$ cat src/rtl/inst_encoder.sv
// rtl/inst_encoder.sv - RV32I field encoder feeding a 2-entry {data, addr, err} output FIFO
module inst_encoder (
  input  logic        clk,
  input  logic        rst_n,
  input  logic        in_valid,
  output logic        in_ready,
  input  logic [6:0]  in_opcode,
  input  logic [2:0]  in_funct3,
  input  logic [6:0]  in_funct7,
  input  logic [4:0]  in_rd,
  input  logic [4:0]  in_rs1,
  input  logic [4:0]  in_rs2,
  input  logic [31:0] in_imm,
  input  logic        restart,
  output logic        out_valid,
  input  logic        out_ready,
  output logic [31:0] out_data,
  output logic [31:0] out_addr,
  output logic        out_err,
  output logic [7:0]  err_count
);

  localparam logic [6:0]  OP_R    = 7'h33;
  localparam logic [6:0]  OP_I    = 7'h13;
  localparam logic [6:0]  OP_L    = 7'h03;
  localparam logic [6:0]  OP_S    = 7'h23;
  localparam logic [6:0]  OP_LUI  = 7'h37;
  localparam logic [6:0]  OP_JAL  = 7'h6F;
  localparam logic [6:0]  OP_JALR = 7'h67;
  localparam logic [31:0] NOP_WORD = 32'h0000_0013;
  localparam logic signed [31:0] IMM12_MIN = -32'sd2048;
  localparam logic signed [31:0] IMM12_MAX = 32'sd2047;
  localparam logic signed [31:0] IMM21_MIN = -32'sd1048576;
  localparam logic signed [31:0] IMM21_MAX = 32'sd1048574;

  logic [31:0] data_q [2];
  logic [31:0] data_d [2];
  logic [31:0] addr_q [2];
  logic [31:0] addr_d [2];
  logic [1:0]  err_q, err_d;
  logic        wr_ptr_q, wr_ptr_d;
  logic        rd_ptr_q, rd_ptr_d;
  logic [1:0]  count_q, count_d;
  logic [31:0] pc_q, pc_d;
  logic [7:0]  err_cnt_q, err_cnt_d;
  logic        active_q, active_d;

  logic signed [31:0] imm_s;
  logic               imm12_ok;
  logic [31:0]        enc_word;
  logic               enc_bad;
  logic               push, pop;

  assign imm_s    = $signed(in_imm);
  assign imm12_ok = (imm_s >= IMM12_MIN) && (imm_s <= IMM12_MAX);

  always_comb begin
    enc_word = NOP_WORD;
    enc_bad  = 1'b0;
    case (in_opcode)
      OP_R: enc_word = {in_funct7, in_rs2, in_rs1, in_funct3, in_rd, in_opcode};
      OP_I, OP_L, OP_JALR: begin
        enc_word = {in_imm[11:0], in_rs1, in_funct3, in_rd, in_opcode};
        enc_bad  = !imm12_ok;
      end
      OP_S: begin
        enc_word = {in_imm[11:5], in_rs2, in_rs1, in_funct3, in_imm[4:0], in_opcode};
        enc_bad  = !imm12_ok;
      end
      OP_LUI: begin
        enc_word = {in_imm[31:12], in_rd, in_opcode};
        enc_bad  = (in_imm[11:0] != 12'd0);
      end
      OP_JAL: begin
        enc_word = {in_imm[20], in_imm[10:1], in_imm[11], in_imm[19:12], in_rd, in_opcode};
        enc_bad  = (imm_s < IMM21_MIN) || (imm_s > IMM21_MAX) || in_imm[0];
      end
      default: enc_bad = 1'b1;
    endcase
    // Faulty words are replaced so the consumer never sees a malformed encoding
    if (enc_bad) enc_word = NOP_WORD;
  end

  // active_q keeps in_ready low until the first clock after reset release
  assign in_ready  = active_q && (count_q < 2'd2);
  assign out_valid = (count_q != 2'd0);
  assign push      = in_valid && in_ready && !restart;
  assign pop       = out_valid && out_ready && !restart;

  always_comb begin
    data_d    = data_q;
    addr_d    = addr_q;
    err_d     = err_q;
    wr_ptr_d  = wr_ptr_q;
    rd_ptr_d  = rd_ptr_q;
    count_d   = count_q;
    pc_d      = pc_q;
    err_cnt_d = err_cnt_q;
    active_d  = 1'b1;
    if (restart) begin
      wr_ptr_d  = 1'b0;
      rd_ptr_d  = 1'b0;
      count_d   = 2'd0;
      pc_d      = 32'd0;
      err_cnt_d = 8'd0;
    end else begin
      if (push) begin
        data_d[wr_ptr_q] = enc_word;
        addr_d[wr_ptr_q] = pc_q;
        err_d[wr_ptr_q]  = enc_bad;
        wr_ptr_d         = ~wr_ptr_q;
        pc_d             = pc_q + 32'd4;
        if (enc_bad && (err_cnt_q != 8'hFF)) err_cnt_d = err_cnt_q + 8'd1;
      end
      if (pop) rd_ptr_d = ~rd_ptr_q;
      case ({push, pop})
        2'b10:   count_d = count_q + 2'd1;
        2'b01:   count_d = count_q - 2'd1;
        default: count_d = count_q;
      endcase
    end
  end

  always_ff @(posedge clk or negedge rst_n) begin
    if (!rst_n) begin
      data_q    <= '{default: 32'd0};
      addr_q    <= '{default: 32'd0};
      err_q     <= 2'b00;
      wr_ptr_q  <= 1'b0;
      rd_ptr_q  <= 1'b0;
      count_q   <= 2'd0;
      pc_q      <= 32'd0;
      err_cnt_q <= 8'd0;
      active_q  <= 1'b0;
    end else begin
      data_q    <= data_d;
      addr_q    <= addr_d;
      err_q     <= err_d;
      wr_ptr_q  <= wr_ptr_d;
      rd_ptr_q  <= rd_ptr_d;
      count_q   <= count_d;
      pc_q      <= pc_d;
      err_cnt_q <= err_cnt_d;
      active_q  <= active_d;
    end
  end

  assign out_data  = data_q[rd_ptr_q];
  assign out_addr  = addr_q[rd_ptr_q];
  assign out_err   = err_q[rd_ptr_q];
  assign err_count = err_cnt_q;

endmodule

$ cat config.mk
export PLATFORM = sky130hd
export DESIGN_NAME = inst_encoder
export DESIGN_NICKNAME = d
export VERILOG_FILES = /design/src/rtl/inst_encoder.sv
export SDC_FILE = /design/constraint.sdc
export NUM_CORES = 1
export LEC_CHECK = 0
export CAP_MARGIN = 20
export CORE_UTILIZATION = 64
export CTS_CLUSTER_DIAMETER = 200
export DETAILED_ROUTE_END_ITERATION = 8
export DONT_BUFFER_PORTS = 1
export PLACE_DENSITY = 0.8
export SLEW_MARGIN = 10
export SYNTH_ARGS = -nofsm -noshare
export SYNTH_HDL_FRONTEND = slang
export SYNTH_SLANG_ARGS = --single-unit
$ cat constraint.sdc
create_clock -name clk -period 2.5 [get_ports clk]
set_clock_uncertainty 0.1 [all_clocks]
set_input_delay 0.375 -clock clk [delete_from_list [all_inputs] [get_ports clk]]
set_output_delay 0.375 -clock clk [all_outputs]
set_load 0.01 [all_outputs]
Word level (Yosys, flattened, before mapping)
Cells that the tools add are included.
{ "word_totals": {"regBits": 175, "out_inout_bits": 75, "elab_cells": 93} }
{ "classes": {"add_sub_neg": 4, "n_lt_le_gt_ge": 11, "eq_ne": 10, "muxes": 29, "bitwise_logic": 5, "reduce_logical": 23} }
{ "op_table": {"columns": ["cell", "count"], "rows": [
  ["32-bit two-way mux", 10],
  ["32-bit case mux with 5 select lines", 1],
  ["64-bit bitwise mux", 2],
  ["32-bit by 3-bit adder with 32-bit output (second input constant)", 1],
  ["32-bit demux with 1-bit select", 1],
  ["32-bit by 12-bit >= comparator with 1-bit output (second input constant)", 1],
  ["32-bit by 21-bit greater-than comparator with 1-bit output (second input constant)", 1],
  ["32-bit by 12-bit <= comparator with 1-bit output (second input constant)", 1],
  ["32-bit by 21-bit < comparator with 1-bit output (second input constant)", 1],
  ["8-bit two-way mux", 3],
  ["7-bit by 6-bit == test with 1-bit output (second input constant)", 3],
  ["7-bit == test (second input constant)", 2],
  ["12-bit nonzero test", 1],
  ["1-bit logical AND", 9],
  ["8-bit by 1-bit adder with 8-bit output (second input constant)", 1],
  ["8-bit != test (second input constant)", 1],
  ["2-bit nonzero test", 4],
  ["7-bit by 2-bit == test with 1-bit output (second input constant)", 1],
  ["7-bit by 5-bit == test with 1-bit output (second input constant)", 1],
  ["1-bit two-way mux", 7],
  ["2-bit >= comparator (second input constant)", 2],
  ["1-bit by 2-bit < comparator with 1-bit output (second input constant)", 2],
  ["1-bit NOT with 2-bit output", 2],
  ["1-bit case mux with 4 select lines", 1],
  ["other kinds (18)", 23]
]} }

Logic depth before layout (Yosys ltp)
{ "depth": {"ltp_word": 8, "mapped_depth": 9, "depth_no_buf": 6} }

Worst setup path after synthesis
Ideal clock, no wire load.
{ "synth_timing": {"kind": "input port to flip-flop", "start": "input port in_opcode[6]", "end": "register data_q[26] in the netlist's numbering", "t_arrival_ps": 2154, "path_slack_ps": 154, "cell_stages": 9, "cell_sequence": "buf_2 or2_4 o32ai_4 a21oi_2 a221oi_4 nand2_2 buf_6 buf_6 o31ai_2"} }
{ "synth_between": {"elab_chain_len": 5, "elab_cells_between_ends": 13, "classes_between": "7 x eq/ne; 4 x mux; 2 x reduce/logical"} }
{ "synth_rtl": {"columns": ["element", "line_no", "rtl"], "rows": [
  ["from (decl)", "7", "input logic [6:0] in_opcode,"],
  ["7-bit by 6-bit == test with 1-bit output, or another cell as far along", "60", "case (in_opcode)"],
  ["4-bit OR reduction (no line) or 3-bit OR reduction (tied branches)", null, null],
  ["1-bit case mux with 4 select lines or 32-bit case mux with 5 select lines (tied branches)", "60", null],
  ["32-bit two-way mux (*)", "81", "if (enc_bad) enc_word = NOP_WORD;"],
  ["64-bit bitwise mux (*)", "108", "data_d[wr_ptr_q] = enc_word;"],
  ["to (signal assigned)", "136", "data_q <= data_d;"],
  ["to (decl)", "36", "logic [31:0] data_q [2];"]
]} }
Mark *: on every way between the ends. The rest lies on a longest branch, timed or not.
A chain may end at the register's enable or synchronous reset.

Worst setup path after layout
{ "layout_timing": {"start": "register pc_q[6]", "end": "register pc_q[30]"} }
{ "layout_between": {"elab_chain_len": 3} }
{ "layout_rtl": {"columns": ["element", "line_no", "rtl"], "rows": [
  ["from (decl)", "44", "logic [31:0] pc_q, pc_d;"],
  ["from (signal assigned)", "142", "pc_q <= pc_d;"],
  ["32-bit by 3-bit adder with 32-bit output", "112", "pc_d = pc_q + 32'd4;"],
  ["32-bit two-way mux", "107", "if (push) begin"],
  ["32-bit two-way mux", "100", "if (restart) begin"]
]} }
No other way between the ends. The select of a mux whose other input is x is not followed.

==> reports/qor.yml <==
drt-initial-drc-count: 520
cts.clk_slew.worst_paths_ns: 0.06
startpoint_type: "register"
p_comb_frac: 0.060
num_vias: 5967
async_flop_share: 1.00
num_rows: 41
cts_setup_buffers: 0
pwr-share-clk: 0.459
ys.flop_type: "dfrtp_1"
drc: 0
hold_viol: 169
gp_congestion: 0.887
drv_slew: 0
rsz0062_at_grt: "false"
violations: "negative hold slack"
h-tree-depth: 4
grt_pass1_wl_mm: 30.9
coreArea_mm2: 0.0127
crit_arrival_ns: 2.49
synth_top_area_cell: "dfrtp_1"
ys_seq_elements: 169
grt_max_degree: 170
routedWlPerCell_um: 20.8
slowest_stage: "dfrtp_1"
grt_pass1_vias: 6068
synth_area_mm2: 0.00840
die_area_mm2: 0.0136
drt_first_pass_iters: 8
detailed_place_hpwl_mm: 13.1
cts_hold_buffers: 1
clockRootBuffer: "clkbuf_16"
die_height_um: 117
switching_share: 0.212
syn_area_per_cell_um2: 11.1
min_period_over_period: 0.910
holdWs_ns: -0.461
overflow: 0
synthDominantCellAreaShare: 0.503
critPathMaxStageDelay_ns: 0.43
placed_cell_area_mm2: 0.00857
ant_nets: 0
drv_cap: 0
start_util: 0.661
clock_latency_ns: 0.43
cts-buffers-inserted: 17
vias_per_cell: 6.43
max_freq_ghz: 0.439
dp_cells: 897
worstMarginPinSlew_ns: 1.08
syn_inst: 756
die_x_um: 117
fill_cells: 896
layout.nets: 816
synth_seq_area_share: 0.503
post-route-util: 0.722
ys_types: 61
cts_num_sinks: 169
leakagePower_nw: 4.11
portBuffers: 0
path_class: "register to register"
grt_util_all_layers: 0.303
p_int_mw: 4.61
power_density_mw_per_mm2: 637
synth_area_leaders: "dfrtp_1 (50%), mux2_2 (17%), o31ai_1 (4.0%)"
num_io_pins: 144
drive_gt1_frac: 0.265
dp_slack_ns: 0.132
status: "complete, but fails checks"
worst_setup_path_end_kind: "register"
clock_path_buffers: 2
layoutNonFillerInstCount: 928
seq_power_share: 0.481
setup_slack_ns: 0.224
design_area_mm2: 0.00919
diodes: 0
area_growth_pct: 9.31
setup_tns_ns: 0
synth_edf_count: 0
period_needed_ns: 2.28
required_ns: 2.72
worst-path-max-fanout: 6
synth_warnings: 0
setup_viol: 0
netSwitchingPower_mw: 1.24
crit_chain: "nand4_1 > or2_2 > or3_1 > nor2_1 > buf_4 > a21oi_1 > a31o_2"
antenna_found_initial: 0
slew_headroom: 0.276
min_path_type: "primary input to asynchronous set/reset pin"
max-vdd-ir-drop_uv: 551
wl_mm: 19.3
cts_tree: "done"
power_mw: 5.85
[synthesized netlist by cell type (12+ instances only)]
library cell / count
mux2_2: 127
clkbuf_1: 29
nand2_1: 89
a22oi_1: 14
a21oi_1: 12
xor2_1: 15
o31ai_1: 45
nand4_1: 12
o21ai_0: 15
nand3_1: 20
dfrtp_1: 169
nand2b_1: 13
nor2_1: 46
[cells by family (layout without fill, tap and decap cells)]
logic type	count (synthesis)	in the layout	share of synthesized area
other	2	3	0.000894
buffers and inverters	58	57	0.0304
adder cells (fa/ha/maj)	2	2	0.00298
AND/OR/NAND/NOR	239	239	0.138
AO/OA/AOI/OAI	133	133	0.126
XOR/XNOR	23	23	0.0240
flip-flops	169	169	0.503
multiplexers	130	130	0.174
[registers in the layout, indices dropped and copies added (netlist names)]
register	cells
data_q	64
addr_q	60
pc_q	30
err_count	8
count_q	2
err_q	2
active_q	1
rd_ptr_q	1
wr_ptr_q	1
[critical path, delay by kind of cell, from the launching register on]
kind	cells	cell delay (ns)
compound gates	2	0.29
simple gates	4	1.17
buf+inv	1	0.17
flops	1	0.43
[layout by cell type, fill, tap and decap left out, types with 10 or more instances in the layout]
| cell type | netlist | layout |
|---|---|---|
| nor2_1 | 46 | 46 |
| a22oi_1 | 14 | 14 |
| buf_4 | 2 | 17 |
| dfrtp_1 | 169 | 167 |
| mux2_2 | 127 | 127 |
| nand3_1 | 20 | 20 |
| o21ai_0 | 15 | 15 |
| a222oi_1 | 11 | 11 |
| o31ai_1 | 45 | 45 |
| a21oi_1 | 12 | 12 |
| xor2_1 | 15 | 15 |
| clkbuf_16 | 0 | 17 |
| nand2_1 | 89 | 88 |
| nor2b_1 | 10 | 10 |
| nand4_1 | 12 | 12 |
| nand2b_1 | 13 | 13 |
[power by group through the flow]
stage	Sequential, mW	Clock, mW	Combinational (mW)
after floorplan	2.85	0	0.293
after global placement	2.86	0	0.329
after detailed placement	2.87	0	0.339
after CTS	2.82	2.72	0.350
after global routing	2.82	2.85	0.376
final	2.82	2.69	0.349
[layer usage]
metal / GRT usage / share of wire / vias up
li1: - / - / 2731
met1: 0.356 / 0.38 / 2948
met2: 0.534 / 0.52 / 245
met3: 0.0810 / 0.069 / 43
met4: 0.113 / 0.022 / 0
met5: 0 / 0 / -
[final cells by class]
type	count	area [um2]	share of cell area
clock buffer	21	450	0.0490
clock inverter	9	149	0.0162
sequential	169	4230	0.461
multi-input combinational	530	3940	0.428
tap	172	215	0.0234
inverter	7	26.3	0.00286
timing repair buffer	20	178	0.0193
[path summary, 6_finish.rpt]
path                       startpoint         end  slack, ns  cells past startpoint
setup / recovery              pc_q[6]    pc_q[30]       0.22                      7
hold / removal                  rst_n  data_q[44]      -0.46                      0
setup reg to reg              pc_q[6]    pc_q[30]       0.22                      7
hold reg to reg             data_q[1]   data_q[1]       0.37                      1
max in group asynchronous       rst_n  addr_q[60]       2.53                      0
min in group clk              restart    pc_q[29]       0.03                      2
[what timing repair did]
item | 4_1_cts | 5_1_grt
gates resized for setup | 0 | 1
endpoints found under the hold margin | 197 | 169
setup endpoints to repair | 0 | 1
(Power assumes the default switching activity.)
